<file path="src/rtl/spi_cmd_regfile.sv">
// spi_cmd_regfile: command decoder and byte-wide register file behind the PL SPI slave.
// The first byte of a frame is a command (bit7 = read, bits[6:0] = start address).
// The following bytes are write data or read dummies, with an auto-incrementing address.
// Register 0 is a read-only ID byte. Every output comes straight from a flop.
module spi_cmd_regfile #(
  parameter int         NUM_REGS = 16,
  parameter int         ADDR_W   = 4,
  parameter logic [7:0] ID_BYTE  = 8'hA5
) (
  input  logic                  clk100,
  input  logic                  rstn,
  input  logic                  csn_i,
  input  logic [7:0]            rx_byte_i,
  input  logic                  rx_valid_i,
  output logic [7:0]            tx_byte_o,
  output logic [NUM_REGS*8-1:0] regs_o,
  output logic [NUM_REGS-1:0]   wr_strobe_o,
  output logic [15:0]           frame_cnt_o,
  output logic [7:0]            err_cnt_o
);

  typedef enum logic [2:0] {
    S_IDLE = 3'd0,
    S_CMD  = 3'd1,
    S_WR   = 3'd2,
    S_RD   = 3'd3,
    S_DROP = 3'd4
  } state_t;

  state_t              r_state;
  state_t              w_state_nxt;
  logic [ADDR_W-1:0]   r_addr;
  logic [ADDR_W-1:0]   w_addr_nxt;
  logic [ADDR_W-1:0]   w_addr_inc;
  logic [ADDR_W-1:0]   w_cmd_addr;
  logic [ADDR_W-1:0]   w_rd_addr;
  logic [7:0]          w_rd_data;
  logic [7:0]          r_tx;
  logic [7:0]          w_tx_nxt;
  logic [7:0]          r_regs [NUM_REGS];
  logic [NUM_REGS-1:0] r_strobe;
  logic [15:0]         r_frame_cnt;
  logic [7:0]          r_err_cnt;
  logic                r_csn_d;
  logic                w_fall;
  logic                w_rise;
  logic                w_stray;
  logic                w_addr_ok;
  logic                w_wr_en;
  logic                w_err_inc;
  logic                w_frame_inc;

  // The chip-select history flop resets low. A frame only starts after csn_i has been seen
  // high and then low, so a csn_i that is already low when reset releases is not taken as a start.
  assign w_fall     = r_csn_d & ~csn_i;
  assign w_rise     = ~r_csn_d & csn_i;
  assign w_stray    = rx_valid_i & csn_i & r_csn_d;
  assign w_cmd_addr = rx_byte_i[ADDR_W-1:0];
  assign w_addr_ok  = ((rx_byte_i[6:0] >> ADDR_W) == 7'd0);
  assign w_addr_inc = r_addr + ADDR_W'(1);
  assign w_rd_addr  = (r_state == S_CMD) ? w_cmd_addr : w_addr_inc;
  assign w_rd_data  = r_regs[w_rd_addr];

  // Next-state, address, tx byte and event decode for the frame FSM.
  always_comb begin
    w_state_nxt = r_state;
    w_addr_nxt  = r_addr;
    w_tx_nxt    = r_tx;
    w_wr_en     = 1'b0;
    w_err_inc   = w_stray;
    w_frame_inc = 1'b0;
    case (r_state)
      S_IDLE: begin
        w_tx_nxt = ID_BYTE;
        if (w_fall) w_state_nxt = S_CMD;
        else        w_state_nxt = S_IDLE;
      end
      S_CMD: begin
        if (rx_valid_i) begin
          w_addr_nxt = w_cmd_addr;
          if (!w_addr_ok) begin
            w_state_nxt = S_DROP;
            w_err_inc   = 1'b1;
            w_tx_nxt    = ID_BYTE;
          end else if (rx_byte_i[7]) begin
            w_state_nxt = S_RD;
            w_tx_nxt    = w_rd_data;
          end else begin
            w_state_nxt = S_WR;
            w_tx_nxt    = ID_BYTE;
          end
        end else begin
          w_tx_nxt = ID_BYTE;
        end
      end
      S_WR: begin
        w_tx_nxt = ID_BYTE;
        if (rx_valid_i) begin
          w_addr_nxt = w_addr_inc;
          if (r_addr != '0) w_wr_en   = 1'b1;
          else              w_err_inc = 1'b1;
        end else begin
          w_addr_nxt = r_addr;
        end
      end
      S_RD: begin
        if (rx_valid_i) begin
          w_addr_nxt = w_addr_inc;
          w_tx_nxt   = w_rd_data;
        end else begin
          w_addr_nxt = r_addr;
        end
      end
      S_DROP: begin
        w_tx_nxt = ID_BYTE;
      end
      default: begin
        w_state_nxt = S_IDLE;
        w_tx_nxt    = ID_BYTE;
      end
    endcase
    // The end of a frame overrides whatever the byte on this cycle did to the state.
    if (w_rise && (r_state != S_IDLE)) begin
      w_state_nxt = S_IDLE;
      w_tx_nxt    = ID_BYTE;
      if ((r_state == S_CMD) && !rx_valid_i) w_err_inc   = 1'b1;
      else                                   w_frame_inc = 1'b1;
    end else begin
      w_frame_inc = 1'b0;
    end
  end

  // State, address, tx byte and chip-select history registers.
  always_ff @(posedge clk100 or negedge rstn) begin
    if (!rstn) begin
      r_state <= S_IDLE;
      r_addr  <= '0;
      r_tx    <= ID_BYTE;
      r_csn_d <= 1'b0;
    end else begin
      r_state <= w_state_nxt;
      r_addr  <= w_addr_nxt;
      r_tx    <= w_tx_nxt;
      r_csn_d <= csn_i;
    end
  end

  // Register array and write strobes. Entry 0 holds the ID byte and is never written.
  always_ff @(posedge clk100 or negedge rstn) begin
    if (!rstn) begin
      for (int i = 0; i < NUM_REGS; i++) r_regs[i] <= (i == 0) ? ID_BYTE : 8'h00;
      r_strobe <= '0;
    end else begin
      r_strobe <= '0;
      if (w_wr_en) begin
        r_regs[r_addr]   <= rx_byte_i;
        r_strobe[r_addr] <= 1'b1;
      end
    end
  end

  // The frame counter wraps. The error counter saturates at 8'hFF.
  always_ff @(posedge clk100 or negedge rstn) begin
    if (!rstn) begin
      r_frame_cnt <= 16'd0;
      r_err_cnt   <= 8'd0;
    end else begin
      if (w_frame_inc) r_frame_cnt <= r_frame_cnt + 16'd1;
      if (w_err_inc && (r_err_cnt != 8'hFF)) r_err_cnt <= r_err_cnt + 8'd1;
    end
  end

  for (genvar n = 0; n < NUM_REGS; n++) begin : g_regs_out
    assign regs_o[8*n +: 8] = r_regs[n];
  end

  assign tx_byte_o   = r_tx;
  assign wr_strobe_o = r_strobe;
  assign frame_cnt_o = r_frame_cnt;
  assign err_cnt_o   = r_err_cnt;

endmodule
</file>
<file path="config.mk">
export PLATFORM = sky130hd
export DESIGN_NAME = spi_cmd_regfile
export DESIGN_NICKNAME = d
export VERILOG_FILES = /design/src/rtl/spi_cmd_regfile.sv
export SDC_FILE = /design/constraint.sdc
export NUM_CORES = 1
export LEC_CHECK = 0
export CORE_ASPECT_RATIO = 0.8
export CORE_MARGIN = 1.5
export CORE_UTILIZATION = 40
export DETAILED_ROUTE_END_ITERATION = 8
export PLACE_DENSITY = 0.75
export SLEW_MARGIN = 20
export SYNTH_ARGS = -nofsm -noshare
export SYNTH_HDL_FRONTEND = slang
export SYNTH_SLANG_ARGS = --single-unit
</file>
<file path="constraint.sdc">
create_clock -name clk100 -period 3.5 [get_ports clk100]
set_clock_uncertainty 0.2 [all_clocks]
set_input_delay 0.7 -clock clk100 [delete_from_list [all_inputs] [get_ports clk100]]
set_output_delay 0.7 -clock clk100 [all_outputs]
set_load 0.03 [all_outputs]
</file>
Word-level counts from Yosys, hierarchy flattened. Cells that the tools add are included.

Add/subtract/negate cells: 3. Magnitude comparators: 5. Equality and inequality tests: 10. Muxes and demuxes: 37. Bitwise operators: 8. Reduce and logical (&&, ||, !) cells: 15.

Operators by type and width (count): $bwmux W128 (1); $mux W8 (8); $bmux W8 S4 (1); $demux W8 S4 (1); $add A16 B1 Y16 const B (1); $mux W16 (1); $pmux W8 S2 (1); $mux W1 (14); $mux W4 (3); $ge A5 B5 Y1 const B (2); $not A4 Y5 (2); $mux W3 (3); $pmux W3 S3 (1); $add A8 B1 Y8 const B (1); $ne A8 B8 Y1 const B (1); $pmux W4 S2 (1); $logic_not A7 Y1 (1); $eq A3 B2 Y1 const B (2); $ne A3 B3 Y1 const B (2); $logic_and A1 B1 Y1 (5); $lt A4 B5 Y1 const B (1); $lt A5 B1 Y1 const B (1); $add A4 B1 Y4 const B (1); $and A1 B1 Y1 (4); 17 further kinds (19).

Bits in registers: 184. Input bits: 12. Output and inout bits: 176. Logic and storage cells: 101.

Longest topological paths before layout. Gate-level depths: netlist of the first run.

Depth in word-level cells: 11. Mapped depth: 10. Depth with buffers taken out: 8.

Worst setup path before layout of the first run. Ideal clock, no wire load.

Path kind: in2reg. Start: in rx_byte_i[0]. End: reg r_tx[1], in the netlist tx_byte_o[1]. Data arrival time: 2325 ps. Required time: 3169 ps. Path slack: 843 ps. Cell stages on the path: 7. Buffers on the path: 2. Cells stage by stage: buf_2 > inv_2 > mux2i_2 > buf_6 > mux4_2 > a221oi_2 > o31ai_1.

Cells in the longest elaborated chain, start to end: 10. Elaborated cells on any way between the ends: 11. Those cells by class: mux: 10; bitwise: 1.

RTL lines: start: declaration (line 13) `input logic [7:0] rx_byte_i,`; $mux W4 (*) (line 61) `assign w_rd_addr = (r_state == S_CMD) ? w_cmd_addr : w_addr_inc;`; $not A4 Y5 (implied by the code) (*) (line 62) `assign w_rd_data = r_regs[w_rd_addr];`; $bmux W8 S4 (*) (line 62); $mux W8 (implied by the code) (*) (2 in series) (line 62); $mux W8 (line 85) `end else if (rx_byte_i[7]) begin`; $mux W8 (line 81) `if (!w_addr_ok) begin`; $mux W8 (line 79) `if (rx_valid_i) begin`; $pmux W8 S2 (*) (line 72) `case (r_state)`; $mux W8 (*) (line 123) `if (w_rise && (r_state != S_IDLE)) begin`; end signal: assignment (line 143) `r_tx <= w_tx_nxt;`; end: declaration (line 38) `logic [7:0] r_tx;`.

Every way passes the cells marked *; elsewhere a longest branch is shown, timed or not. The select of a mux whose other input is x is not followed. A chain may end at the register's enable or synchronous reset.

Final worst setup path of the first run.
Start: reg r_addr[0]. End: reg r_tx[2], in the netlist tx_byte_o[2].

Cells in the longest elaborated chain, start to end: 11. Elaborated cells on any way between the ends: 12. Those cells by class: add/sub: 1; mux: 10; bitwise: 1.

RTL lines: start: declaration (line 32) `logic [ADDR_W-1:0] r_addr;`; start signal: assignment (line 142) `r_addr <= w_addr_nxt;`; $add A4 B1 Y4 (*) (line 60) `assign w_addr_inc = r_addr + ADDR_W'(1);`; $mux W4 (*) (line 61); $not A4 Y5 (implied by the code) (*) (line 62); $bmux W8 S4 (*) (line 62); $mux W8 (implied by the code) (*) (2 in series) (line 62); $mux W8 (line 85); $mux W8 (line 81); $mux W8 (line 79); $pmux W8 S2 (*) (line 72); $mux W8 (*) (line 123).

Marks and branches as above.

==> flow_metrics.py, run 1 <==
metrics = {
    "sta": {
        "rsz0062_at_grt": "false",
        "finalSetupViolCount": 0,
        "period_minus_slack_ns": 3.10,
        "period_share": 0.886,
        "fmax_mhz": 323,
        "slew_headroom": 0.518,
        "worst_slew_pin_slew_ns": 0.718,
        "hold_violations": 0,
        "drv_slew": 0,
        "finalSetupTns_ns": 0,
    },
    "die": {
        "rows": 47,
        "io_pins": 188,
        "die_w_um": 167,
        "die_h_um": 134,
        "die-area_um2": 22400,
        "fp.coreArea_um2": 20900,
        "start_util": 0.411,
    },
    "final_layout": {
        "postLayoutCoreUtil": 0.547,
        "regArea_um2": 4610,
        "fill_cells": 1773,
        "n_antenna_cell": 0,
        "fin_nets": 983,
        "final_cells": 1246,
        "syn_to_final_growth_pct": 33.0,
        "drive_gt1_frac": 0.124,
        "multi_input_area_um2": 3630,
    },
    "yosys": {
        "synth-seq-cells": 184,
        "synthTopCellsByCount": "176 x dfrtp_1, 173 x nand2_1, 64 x mux2_1, 37 x o21ai_1, 28 x clkbuf_1",
        "syn_area_um2": 8580,
        "async_flop_share": 1.00,
        "synth.most_common_cell": "dfrtp_1",
        "synth_nets": 797,
        "synth-edff-count": 0,
        "syn_avg_cell_area_um2": 11.0,
        "ys_top_cells_by_area": "dfrtp_1 51%, mux2_1 8.4%, nand2_1 7.6%",
        "synthFlopType": "dfrtp_1",
        "ys_seq_area_frac": 0.538,
        "yosysTopAreaCellShare": 0.513,
        "yosysTopAreaCell": "dfrtp_1",
        "syn_inst": 779,
        "ys_warn_count": 0,
        "synth_cell_types": 58,
    },
    "clock_tree": {
        "hold_buffers": 0,
        "cts_buffers": 17,
        "h-tree-depth": 4,
        "clk_root_buffer_cell": "clkbuf_16",
        "cts_buffer_depth": 2,
        "tritoncts": "built",
        "path_clk_slew_ns": 0.07,
        "post_cts_buffers": 0,
        "cts_resized": 0,
        "clk_latency_ns": 0.43,
        "clock-sinks": 184,
    },
    "placed_design": {
        "routabilityCongestion": 0.922,
        "hpwlAfterDp_um": 19000,
        "io_buffers": 187,
        "placed_cells_incl_taps": 1215,
    },
    "setup_path": {
        "crit_cells": 8,
        "worstSetupEndpointType": "flip-flop",
        "path_class": "flip-flop to flip-flop",
        "cp_slowest_stage_delay_ns": 0.61,
        "worstPathMaxFanout": 21,
        "crit_family": "multiplexers",
        "crit_path_cell_trace": "inv_1, ha_1, mux2_2, mux4_2, nor2_1, nor2_1, o22ai_1, nor3_1",
        "critPathBufInv": 1,
        "crit_path_frequent_cell": "nor2_1",
        "critPathSlowestCell": "mux2_2",
        "crit_required_ns": 3.65,
        "crit_arrival_ns": 3.25,
        "reg2reg_depth": 8,
        "start_kind": "flip-flop",
    },
    "power_and_ir_drop": {
        "peakVddDrop_v": 0.000454,
        "p_leak_nw": 5.25,
        "power.density_nw_per_um2": 608,
        "finalPower_w": 0.00695,
    },
    "status": {
        "status": "finished, violations left",
        "violations": "design-rule violations",
    },
    "job": {
        "cap_viol_max_count": 0,
    },
    "detailed_routing": {
        "ant_nets": 0,
        "vias": 6923,
        "top_layer_used": "met4",
        "vias_per_cell": 5.56,
        "drtIter0Drc": 725,
        "drt-pass1-iter-count": 8,
        "route.met3.wl_um": 2680,
        "wl_met1_um": 11400,
        "wl_um": 26300,
        "post_drt_wl_per_cell_um": 21.1,
        "drc": 15,
        "dr_wl_met2_um": 11800,
    },
    "global_routing": {
        "grt_start_max_net_pins": 73,
        "grt_usage": 0.243,
        "grt_pass1_wl_um": 40700,
        "grt-ovfl-total": 0,
        "grt_antenna_before_repair": 0,
        "grt_pass1_vias": 6822,
    },
    "min_path": {
        "worst_hold_path_type": "input port to async pin",
    },
}
## kinds of logic (layout without fill, tap and decap cells)
logic type,count (synthesis),count (layout),share of synthesized area
buffers and inverters,79,277,0.0404
adders and majority gates,6,6,0.00875
xor gates and xnor gates,24,24,0.0245
and+or+nand+nor,281,281,0.145
AOI/OAI and AO/OA,102,102,0.0774
other,1,1,0.000437
muxes,102,102,0.166
DFF,184,184,0.538
## layout by cell type, fill, tap and decap left out, types with 6 or more instances in the layout
master           Yosys  routed
clkdlybuf4s50_1      0     186
dfrtp_1            176     176
nand2_1            173     173
mux2_1              64      64
o21ai_1             37      37
buf_4                1      36
nand3_1             25      25
nor2_1              22      22
mux4_2              21      21
clkbuf_16            0      17
xnor2_1             16      16
inv_1               14      14
o21ai_0             14      14
and3_1              13      13
nor3_1              13      13
nand4_1             11      11
xor2_1               8       8
a31oi_1              8       8
a21oi_1              8       8
dfstp_2              8       8
inv_2                7       7
mux2i_1              8       7
and2_1               6       6
a311oi_1             6       6
ha_1                 6       6
## registers in the layout, indices dropped and copies added (netlist names)
register,cells
r_csn_d,1
r_addr,4
err_cnt_o,8
wr_strobe_o,16
r_state,3
frame_cnt_o,16
regs_o,128
tx_byte_o,8
## final cells by class
| cell class | instances | share of cell area |
|---|---|---|
| tap | 269 | 0.0295 |
| sequential | 184 | 0.404 |
| inverter | 22 | 0.00723 |
| clock inverter | 11 | 0.0105 |
| multi-input combinational | 516 | 0.318 |
| timing repair buffer | 224 | 0.189 |
| clock buffer | 20 | 0.0409 |
## worst paths after layout
check | startpoint | endpoint | slack (ns)
max | r_addr[0]$_DFFE_PN0P_ | tx_byte_o[2]$_DFFE_PN1P_ | 0.40
min | rstn | wr_strobe_o[0]$_DFF_PN0_ | 0.06
max reg2reg | r_addr[0]$_DFFE_PN0P_ | tx_byte_o[2]$_DFFE_PN1P_ | 0.40
min reg2reg | regs_o[0]$_DFFE_PN1P_ | regs_o[0]$_DFFE_PN1P_ | 0.18
max in group asynchronous | rstn | r_addr[3]$_DFFE_PN0P_ | 2.08
min in group clk100 | regs_o[0]$_DFFE_PN1P_ | regs_o[0]$_DFFE_PN1P_ | 0.18
## through the flow
| step | setup slack [ns] | cell area, um^2 | hold WS [ns] |
|---|---|---|---|
| global route | 0.302 | 11400 | 0.0987 |
| global placement | 0.371 | 10800 | 0.169 |
| detailed placement | 0.334 | 10800 | 0.168 |
| finish | 0.401 | 11400 | 0.0634 |
| CTS | 0.544 | 11400 | 0.0858 |
| floorplan | 0.843 | 8580 | 0.204 |
## power breakdown
group	leakage, nW	total [W]	switching (W)	internal [W]
logic	2.45	0.00244	0.00151	0.000929
registers	2.51	0.00256	0.000254	0.00230
clock network	0.297	0.00195	0.000845	0.00111
## layer usage
layer	global-route usage	vias up
met3	0.0803	35
li1	-	3082
met2	0.371	386
met1	0.332	3420
met4	0.0672	0
met5	0	-
Note: power is estimated with default switching activity, not from simulation.
==> run 2, diff against run 1 <==
--- a/config.mk
+++ b/config.mk
@@ -8,6 +8,7 @@
 export CORE_ASPECT_RATIO = 0.8
 export CORE_MARGIN = 1.5
 export CORE_UTILIZATION = 40
+export CTS_BUF_LIST = sky130_fd_sc_hd__clkbuf_8
 export DETAILED_ROUTE_END_ITERATION = 8
 export PLACE_DENSITY = 0.75
 export SLEW_MARGIN = 20
==> constraint.sdc (replaced) <==
create_clock -name clk100 -period 3.7 [get_ports clk100]
set_clock_uncertainty 0.2 [all_clocks]
set_input_delay 0.74 -clock clk100 [delete_from_list [all_inputs] [get_ports clk100]]
set_output_delay 0.74 -clock clk100 [all_outputs]
set_load 0.03 [all_outputs]
==> run 2 against run 1 <==
  * The run still ends with design-rule violations left
  * Maximum frequency fell by 1.8%
  * Clock power fell by 37%
  * Final cell count fell by 0.16%
  * Largest cell class unchanged
  * Total power fell by 15%
  * Routed wire length fell by 1.3%
==> flow_metrics.py, run 2 (same netlist as run 1, synthesis figures left out) <==
metrics = {
    "setup_path": {
        "crit_arrival_ns": 3.32,
        "path_class": "flip-flop to flip-flop",
        "critPathSlowestCell": "or3b_1",
        "worstPathMaxFanout": 13,
        "cp_slowest_stage_delay_ns": 0.64,
        "start_kind": "flip-flop",
        "worstSetupEndpointType": "flip-flop",
        "crit_required_ns": 3.86,
        "crit_path_cell_trace": "or3b_1, mux2_4, nor2_1, a31oi_1, a21oi_1, nor4_1, a21o_1",
    },
    "min_path": {
        "worst_hold_path_type": "input port to async pin",
    },
    "detailed_routing": {
        "vias_per_cell": 5.55,
        "drt-pass1-iter-count": 8,
        "wl_um": 25900,
        "drc": 15,
        "drtIter0Drc": 694,
        "ant_nets": 0,
        "vias": 6909,
        "post_drt_wl_per_cell_um": 20.8,
    },
    "clock_tree": {
        "post_cts_buffers": 0,
        "hold_buffers": 0,
        "cts_resized": 0,
        "clock-sinks": 184,
        "path_clk_slew_ns": 0.10,
        "cts_buffer_depth": 2,
        "clk_latency_ns": 0.47,
        "clk_root_buffer_cell": "clkbuf_8",
        "h-tree-depth": 4,
        "cts_buffers": 17,
        "tritoncts": "built",
    },
    "sta": {
        "slew_headroom": 0.494,
        "period_share": 0.853,
        "worst_slew_pin_slew_ns": 0.754,
        "finalSetupViolCount": 0,
        "rsz0062_at_grt": "false",
        "fmax_mhz": 317,
        "period_minus_slack_ns": 3.16,
        "finalSetupTns_ns": 0,
        "drv_slew": 0,
        "hold_violations": 0,
    },
    "final_layout": {
        "syn_to_final_growth_pct": 29.9,
        "fin_nets": 980,
        "fill_cells": 1777,
        "n_antenna_cell": 0,
        "largest_register_ffs": 128,
        "final_common_cell": "clkdlybuf4s50_1",
        "drive_gt1_frac": 0.115,
        "final_cell_mix": "186 x clkdlybuf4s50_1, 176 x dfrtp_1, 173 x nand2_1",
        "postLayoutCoreUtil": 0.534,
    },
    "die": {
        "start_util": 0.411,
        "io_pins": 188,
        "die_h_um": 134,
        "fp.coreArea_um2": 20900,
        "die-area_um2": 22400,
        "die_w_um": 167,
        "rows": 47,
    },
    "job": {
        "cap_viol_max_count": 0,
    },
    "global_routing": {
        "grt_pass1_wl_um": 40600,
        "grt_pass1_vias": 6858,
        "grt-ovfl-total": 0,
        "grt_start_max_net_pins": 79,
        "grt_usage": 0.240,
        "grt_antenna_before_repair": 0,
    },
    "status": {
        "status": "finished, violations left",
        "violations": "design-rule violations",
    },
    "placed_design": {
        "hpwlAfterDp_um": 19000,
        "io_buffers": 187,
        "routabilityCongestion": 0.982,
    },
    "power_and_ir_drop": {
        "finalPower_w": 0.00589,
        "p_leak_nw": 5.13,
        "peakVddDrop_v": 0.000346,
        "power.density_nw_per_um2": 528,
    },
}
[run 2: cell types whose count changed in the layout (fill, tap and decap cells not counted)]
cell | previous run | this run
clkinv_2 | 5 | 2
bufinv_16 | 2 | 1
inv_1 | 14 | 21
clkbuf_16 | 17 | 0
clkbuf_8 | 3 | 17
buf_4 | 36 | 33
clkinvlp_4 | 0 | 4
inv_6 | 3 | 0
[run 2: worst max-delay path: cells and delay by family, from the launching register on]
kind | cells | cell delay [ns]
muxes | 1 | 0.46
DFF | 1 | 0.57
AOI/OAI and AO/OA | 3 | 0.59
and+or+nand+nor | 3 | 1.22
[run 2: power by group]
part / total, W / switching (W) / internal, W
logic: 0.00225 / 0.00139 / 0.000861
registers: 0.00240 / 0.000226 / 0.00218
clock network: 0.00123 / 0.000720 / 0.000512
[run 2: area by class of cell]
| class | instances | area (um^2) | share of cell area |
|---|---|---|---|
| inverter | 22 | 82.6 | 0.00741 |
| timing repair buffer | 221 | 2140 | 0.192 |
| clock buffer | 17 | 234 | 0.0210 |
| clock inverter | 15 | 105 | 0.00943 |
| multi-input combinational | 516 | 3630 | 0.326 |
| sequential | 184 | 4610 | 0.414 |
| tap | 269 | 337 | 0.0302 |
[run 2: stage by stage]
step           area (um^2)  std cells  worst slack [ns]  hold slack, ns
3_5_place_dp         10800       1212             0.444           0.169
2_1_floorplan         8580        779              1.00           0.244
4_1_cts              11100       1244             0.644           0.113
3_3_place_gp         10800       1212             0.537           0.171
5_1_grt              11100       1244             0.498           0.139
6_report             11100       1244             0.543          0.0867
[run 2: path summary, 6_finish.rpt]
check	slack, ns	from	cells past startpoint	to
setup / recovery	0.54	r_state[1]$_DFFE_PN0P_	7	tx_byte_o[6]$_DFFE_PN0P_
hold / removal	0.09	rstn	1	wr_strobe_o[0]$_DFF_PN0_
setup reg to reg	0.54	r_state[1]$_DFFE_PN0P_	7	tx_byte_o[6]$_DFFE_PN0P_
hold reg to reg	0.18	regs_o[7]$_DFFE_PN1P_	0	regs_o[7]$_DFFE_PN1P_
max in group asynchronous	2.34	rstn	2	frame_cnt_o[4]$_DFFE_PN0P_
min in group clk100	0.18	regs_o[7]$_DFFE_PN1P_	0	regs_o[7]$_DFFE_PN1P_
[run 2: metal layers]
metal / wire length, um / global-route usage
met5: 49 / 0.0152
met4: 376 / 0.0611
met2: 11800 / 0.368
met3: 2560 / 0.0741
met1: 11100 / 0.331
